`config.mk`:
```
export PLATFORM = sky130hd
export DESIGN_NAME = level_trigger
export DESIGN_NICKNAME = d
export VERILOG_FILES = /design/src/rtl/trigger_pkg.sv /design/src/rtl/sat_counter.sv /design/src/rtl/level_trigger.sv
export SDC_FILE = /design/constraint.sdc
export NUM_CORES = 1
export LEC_CHECK = 0
export BUFFER_PORTS_ARGS = -buffer_cell sky130_fd_sc_hd__buf_2
export CELL_PAD_IN_SITES_DETAIL_PLACEMENT = 0
export CELL_PAD_IN_SITES_GLOBAL_PLACEMENT = 1
export CORE_MARGIN = 8
export CORE_UTILIZATION = 34
export DETAILED_ROUTE_END_ITERATION = 16
export GPL_TIMING_DRIVEN = 0
export PLACE_DENSITY_LB_ADDON = 0.1
export SLEW_MARGIN = 20
export SYNTH_ARGS = -nofsm -noshare
export SYNTH_HDL_FRONTEND = slang
export SYNTH_SLANG_ARGS = --single-unit
```
`constraint.sdc`:
```
create_clock -name i_CLK -period 3 [get_ports i_CLK]
set_clock_uncertainty 0.1 [all_clocks]
set_input_delay 0.6 -clock i_CLK [delete_from_list [all_inputs] [get_ports i_CLK]]
set_output_delay 0.6 -clock i_CLK [all_outputs]
set_load 0.02 [all_outputs]
```
`src/rtl/trigger_pkg.sv`:
```
// rtl/trigger_pkg.sv - shared state and mode encodings for level_trigger
//
// Purpose : FSM state encoding (o_Level is state bit 1) and pulse-mode constants.
// Ports   : none (package)

package trigger_pkg;

   typedef enum logic [1:0] {
      S_LOW  = 2'b00,
      S_RISE = 2'b01,
      S_HIGH = 2'b10,
      S_FALL = 2'b11
   } state_t;

   localparam logic [1:0] MODE_NONE = 2'd0;
   localparam logic [1:0] MODE_RISE = 2'd1;
   localparam logic [1:0] MODE_FALL = 2'd2;
   localparam logic [1:0] MODE_BOTH = 2'd3;

endpackage

```
`src/rtl/sat_counter.sv`:
```
// rtl/sat_counter.sv - saturating event counter with clear-wins rule
//
// Purpose : counts inc strobes, holds at all-ones, clr forces zero even when inc is set.
// Ports   : i_CLK   clock, rising edge
//           i_RST   synchronous active-high reset
//           inc     count one event this cycle
//           clr     clear count (dominates inc)
//           count   current count, EVW bits

module sat_counter #(
   parameter int EVW = 8
) (
   input  logic           i_CLK,
   input  logic           i_RST,
   input  logic           inc,
   input  logic           clr,
   output logic [EVW-1:0] count
);

   always_ff @(posedge i_CLK) begin
      if (i_RST) begin
         count <= '0;
      end else if (clr) begin
         count <= '0;
      end else if (inc && (count != {EVW{1'b1}})) begin
         count <= count + EVW'(1);
      end
   end

endmodule

```
`src/rtl/level_trigger.sv`:
```
// rtl/level_trigger.sv - hysteretic, debounced threshold trigger with event pulse and counter
//
// Purpose : qualifies a W-bit level stream against a rise threshold (i_ThHi) and a fall
//           threshold (i_ThLo); DEB consecutive qualifying valid samples are needed to
//           change the level. Each change is a rise or fall event; events selected by
//           i_Mode produce a one-cycle o_Pulse and are counted in o_Events.
// Ports   : i_CLK     clock, rising edge
//           i_RST     synchronous active-high reset
//           i_Valid   i_Lv carries a sample this cycle
//           i_Lv      sampled level (unsigned)
//           i_ThHi    rise threshold, qualifies when i_Lv > i_ThHi
//           i_ThLo    fall threshold, qualifies when i_Lv < i_ThLo
//           i_Mode    pulse mode: 0 none, 1 rise, 2 fall, 3 both
//           i_Clr     clear event counter
//           o_Level   debounced level
//           o_Pulse   one-cycle event pulse
//           o_Events  saturating count of emitted pulses

module level_trigger
   import trigger_pkg::*;
#(
   parameter int W   = 12,
   parameter int DEB = 4,
   parameter int EVW = 8
) (
   input  logic           i_CLK,
   input  logic           i_RST,
   input  logic           i_Valid,
   input  logic [W-1:0]   i_Lv,
   input  logic [W-1:0]   i_ThHi,
   input  logic [W-1:0]   i_ThLo,
   input  logic [1:0]     i_Mode,
   input  logic           i_Clr,
   output logic           o_Level,
   output logic           o_Pulse,
   output logic [EVW-1:0] o_Events
);

   localparam int CW = $clog2(DEB + 1);

   state_t        state_q, state_n;
   logic [CW-1:0] cnt_q, cnt_n;
   logic          pulse_q, pulse_n;
   logic          above, below;
   logic          fire_rise, fire_fall;
   logic          last_needed;

   assign above       = (i_Lv > i_ThHi);
   assign below       = (i_Lv < i_ThLo);
   // Current sample would be the DEB-th qualifying one in a RISE/FALL run.
   assign last_needed = ((int'(cnt_q) + 1) == DEB);

   always_ff @(posedge i_CLK) begin
      if (i_RST) begin
         state_q <= S_LOW;
         cnt_q   <= '0;
         pulse_q <= 1'b0;
      end else begin
         state_q <= state_n;
         cnt_q   <= cnt_n;
         pulse_q <= pulse_n;
      end
   end

   always_comb begin
      state_n   = state_q;
      cnt_n     = cnt_q;
      fire_rise = 1'b0;
      fire_fall = 1'b0;
      if (i_Valid) begin
         case (state_q)
            S_LOW: begin
               if (above) begin
                  if (DEB == 1) begin
                     state_n   = S_HIGH;
                     fire_rise = 1'b1;
                  end else begin
                     state_n = S_RISE;
                     cnt_n   = CW'(1);
                  end
               end
            end
            S_RISE: begin
               if (above) begin
                  if (last_needed) begin
                     state_n   = S_HIGH;
                     cnt_n     = '0;
                     fire_rise = 1'b1;
                  end else begin
                     cnt_n = cnt_q + CW'(1);
                  end
               end else begin
                  state_n = S_LOW;
                  cnt_n   = '0;
               end
            end
            S_HIGH: begin
               if (below) begin
                  if (DEB == 1) begin
                     state_n   = S_LOW;
                     fire_fall = 1'b1;
                  end else begin
                     state_n = S_FALL;
                     cnt_n   = CW'(1);
                  end
               end
            end
            S_FALL: begin
               if (below) begin
                  if (last_needed) begin
                     state_n   = S_LOW;
                     cnt_n     = '0;
                     fire_fall = 1'b1;
                  end else begin
                     cnt_n = cnt_q + CW'(1);
                  end
               end else begin
                  state_n = S_HIGH;
                  cnt_n   = '0;
               end
            end
            default: begin
               state_n = S_LOW;
               cnt_n   = '0;
            end
         endcase
      end
   end

   // Mode is sampled on the firing cycle, so a mode change only affects later events.
   always_comb begin
      pulse_n = (fire_rise && ((i_Mode == MODE_RISE) || (i_Mode == MODE_BOTH))) ||
                (fire_fall && ((i_Mode == MODE_FALL) || (i_Mode == MODE_BOTH)));
   end

   assign o_Level = state_q[1];
   assign o_Pulse = pulse_q;

   // Counter increments on the same edge that registers o_Pulse.
   sat_counter #(
      .EVW (EVW)
   ) u_events (
      .i_CLK (i_CLK),
      .i_RST (i_RST),
      .inc   (pulse_n),
      .clr   (i_Clr),
      .count (o_Events)
   );

endmodule

```
==> impl_results.md <==
- Startpoint types: input port
- I/O Pins: 52
- Post-DP HPWL: roughly 3.0 mm
- DR vias/cell: around 5.0
- Portion of netlist area occupied by mux cells: 0.008475
- Grt ovf: 0
- Hold Crit Start: u_events.count[7]
- Tcrit/Tclk final: 0.8940
- Post-CTS Setup Bufs: 0
- R2R setup slack: ~0.6 ns
- Drt pass-1 iters: 4
- Avg WL per Cell: approximately 13 um
- Post-Synth Adder-Cell Area: 0.2448
- Post-synthesis instance total: about 170
- Yosys top cell area share: 0.2448
- Setup Viol. Count Final: 0
- CP Class: in2reg
- Clock buffer depth: 2
- Die W: a little under 80 um
- CTS clk-pin slew, worst paths: 0.06 ns
- Area grow syn2layout: 26.46%
- Worst EP arrival: between 2 and 3 ns
- Post-synth EDFFs: 0
- TNS Setup: 0 ns
- Post-synthesis cell area: between 1000 and 1500 um2
- Setup WS pre-CTS: between 0.05 and 0.06 ns
- Routed Antenna Nets: 0
- Post-synth ARST share: 0
- Post-synthesis xor/xnor area fraction: 0.006591
- Synth Register Bits: 14
- Ant diodes: 0
- Peak Freq: 0.3729 GHz
- Yosys top cell by area: ha_1
- Reg2reg path depth: 10
- Vias in the first global route: approximately 1400
- Hold crit path type: reg2reg
- Slew @ Worst Pin: between 0.4 and 0.5 ns
- Crit Path Max Fanout: 10
- Worst-Skew Late Latency: about 0.25 ns
- Static Leak: around 0.90 nW
- Post-synthesis compound-gate area fraction: 0.2185
- PortBufs: 50
- Placed cells: around 270
- Final hold vios: 0
- Seq/Total Area, Yosys: 0.2109
- Maximum VDD drop: about 240 uV
- Global-route wire length before repair: just under 6 mm
- Finished Core Util: 0.4522
- Post-synth top flop: dfxtp_1
- Share of cells above drive strength 1: 0.2768
- Hold Path Stages: 2
- Antenna violations before repair: 0
- Initial Util: 0.3576
- Sequential cell area: 280.3 um2
- Reg-to-Reg Start: cnt_q[0]
- Num CTS Buffers: 3
- Area contributors post-synth: ha_1 (24%), dfxtp_1 (21%), inv_1 (7.3%)
- Mean post-synth cell area: slightly below 8 um2
- Row count: 22
- CTS tree: yes
- Max-slew violations: 0
- Chip height: between 70 and 80 um
- Die area: about 6200 um2
- CTS resizes: 0
- H-tree Lvls: 1
- Outcome: finished clean
- Final Critical Period: around 2.7 ns
- Hold Buf Count CTS: 0
- RSZ-0062 raised after global routing: no
- Area of the multi-input gates: approximately 930 um2
- Detailed Route WL: ~3.5 mm
- Largest family of logic cells by synthesized area: adder cells
- CTS root buf: clkbuf_8
- GPL Wtd Cong: 0.7576
- DR vias: around 1400
- Pwr dens: between 200 and 300 nW/um2
- PnR worst setup slack: around 0.32 ns
- Core Area: roughly 3700 um2
- WHS Endpoint: u_events.count[7]
- Nets: roughly 290
- DRC: 0
- Post-route insts no fill: about 270
- Fill count: just over 400
- Relative slew slack: 0.7305
- Syn. warnings: 0
- Clock Sink Count: 14
- Post-Syn Nets: 239
- Synth Area in Simple Gates: 0.2222
- Worst Setup End Kind: register
- Initial DRC count: between 40 and 50
- CP startpoint: i_Lv[9]
- Largest net degree at the start of global routing: 11
- R2r endpoint: u_events.count[2]
- Distinct cells, synth: slightly above 40
- Req. time, crit path: around 3.1 ns
- Number of max-cap violations: 0
- GRT Total Usage: 0.1129
metrics by stage:
stage,power [W],hold WS (ns),instance area [um2]
2_1_floorplan,0.0002684,0.3841,1329
3_3_place_gp,0.0003139,0.3970,1639
3_5_place_dp,0.0003195,0.4080,1639
4_1_cts,0.0004749,0.4158,1680
5_1_grt,0.0005023,0.4421,1680
6_report,0.0004682,0.4104,1680
worst max path at each step:
| stage | depth (start not counted) | slack (ns) | end |
|---|---|---|---|
| finish | 10 | 0.32 | u_events.count[2] |
| global route | 10 | 0.19 | u_events.count[2] |
| CTS | 10 | 0.30 | u_events.count[2] |
| detailed placement | 10 | 0.06 | u_events.count[2] |
| global placement | 10 | 0.08 | u_events.count[2] |
| floorplan | 10 | 0.33 | u_events.count[2] |
report_power, final:
| part | internal, W | switching (W) | leakage [nW] | total, W |
|---|---|---|---|---|
| combinational | 0.0000595 | 0.0000621 | 0.761 | 0.000122 |
| clock | 0.0000889 | 0.0000660 | 0.0216 | 0.000155 |
| sequential | 0.000188 | 0.00000343 | 0.113 | 0.000192 |
| total | 0.000337 | 0.000132 | 0.895 | 0.000468 |
cell usage after synthesis (2+ instances only):
cell and n:
ha_1 26, inv_1 26, a21oi_1 15, dfxtp_1 14, nand2_1 14, nand3_1 7
o21ai_0 7, and3_1 6, nor2_1 6, nor2b_1 4, or2_2 4, a211o_1 3
nand4_1 3, a211oi_1 2, a22oi_1 2, nor3_1 2, o211ai_1 2, o21a_1 2
o31ai_1 2, or3_1 2, or4_1 2
cells in the final DEF (no fill, tap or decap), drive strengths merged, types with 2 or more instances in the layout:
master | synthesis | layout
o31ai | 2 | 2
nand2 | 14 | 14
nor2 | 6 | 6
a211oi | 2 | 2
a22oi | 2 | 2
nand3 | 7 | 7
clkbuf | 1 | 4
nor3 | 2 | 2
nand4 | 3 | 3
o21ai | 7 | 7
a211o | 3 | 3
and3 | 6 | 6
or4 | 2 | 2
ha | 26 | 26
dfxtp | 14 | 14
or3 | 2 | 2
a21oi | 16 | 16
o21a | 2 | 2
inv | 26 | 26
nor2b | 4 | 4
buf | 3 | 53
o211ai | 3 | 3
or2 | 4 | 4
state kept, by name (all words and copies together), names as in the netlist:
signal and cells:
cnt_q 3, o_Pulse 1, u_events.count 8, state_q 2
cell families (layout without fill, tap and decap cells):
family | count (synthesis) | in the layout
XOR/XNOR | 1 | 1
flip-flops | 14 | 14
adder cells (fa/ha/maj) | 26 | 26
AND/OR/NAND/NOR | 55 | 55
AO/OA/AOI/OAI | 44 | 44
multiplexers | 1 | 1
buffers and inverters | 30 | 83
routing by layer:
metal  up-vias  global-route usage  routed length (um)
li1        720                   -                   -
met1       608              0.1226                1488
met2        31              0.2030                1753
met3         4             0.02961                 198
met4         0             0.04444                  47
met5         -                   0                   0
critical path, cell delays in order:
cell and delay (ns):
buf_2 0.12, ha_1 0.30, a21o_1 0.16, a211o_1 0.31, a211o_1 0.32, a21oi_2 0.17
o211ai_2 0.12, buf_4 0.19, or4_1 0.40, nand2_1 0.07
final cells by class:
| class | instances | area share |
|---|---|---|
| buffer | 4 | 0.01191 |
| clock buffer | 3 | 0.02457 |
| inverter | 26 | 0.05808 |
| multi-input combinational | 127 | 0.5540 |
| sequential | 14 | 0.1668 |
| tap | 48 | 0.03574 |
| timing repair buffer | 50 | 0.1489 |
(Power assumes the default switching activity.)
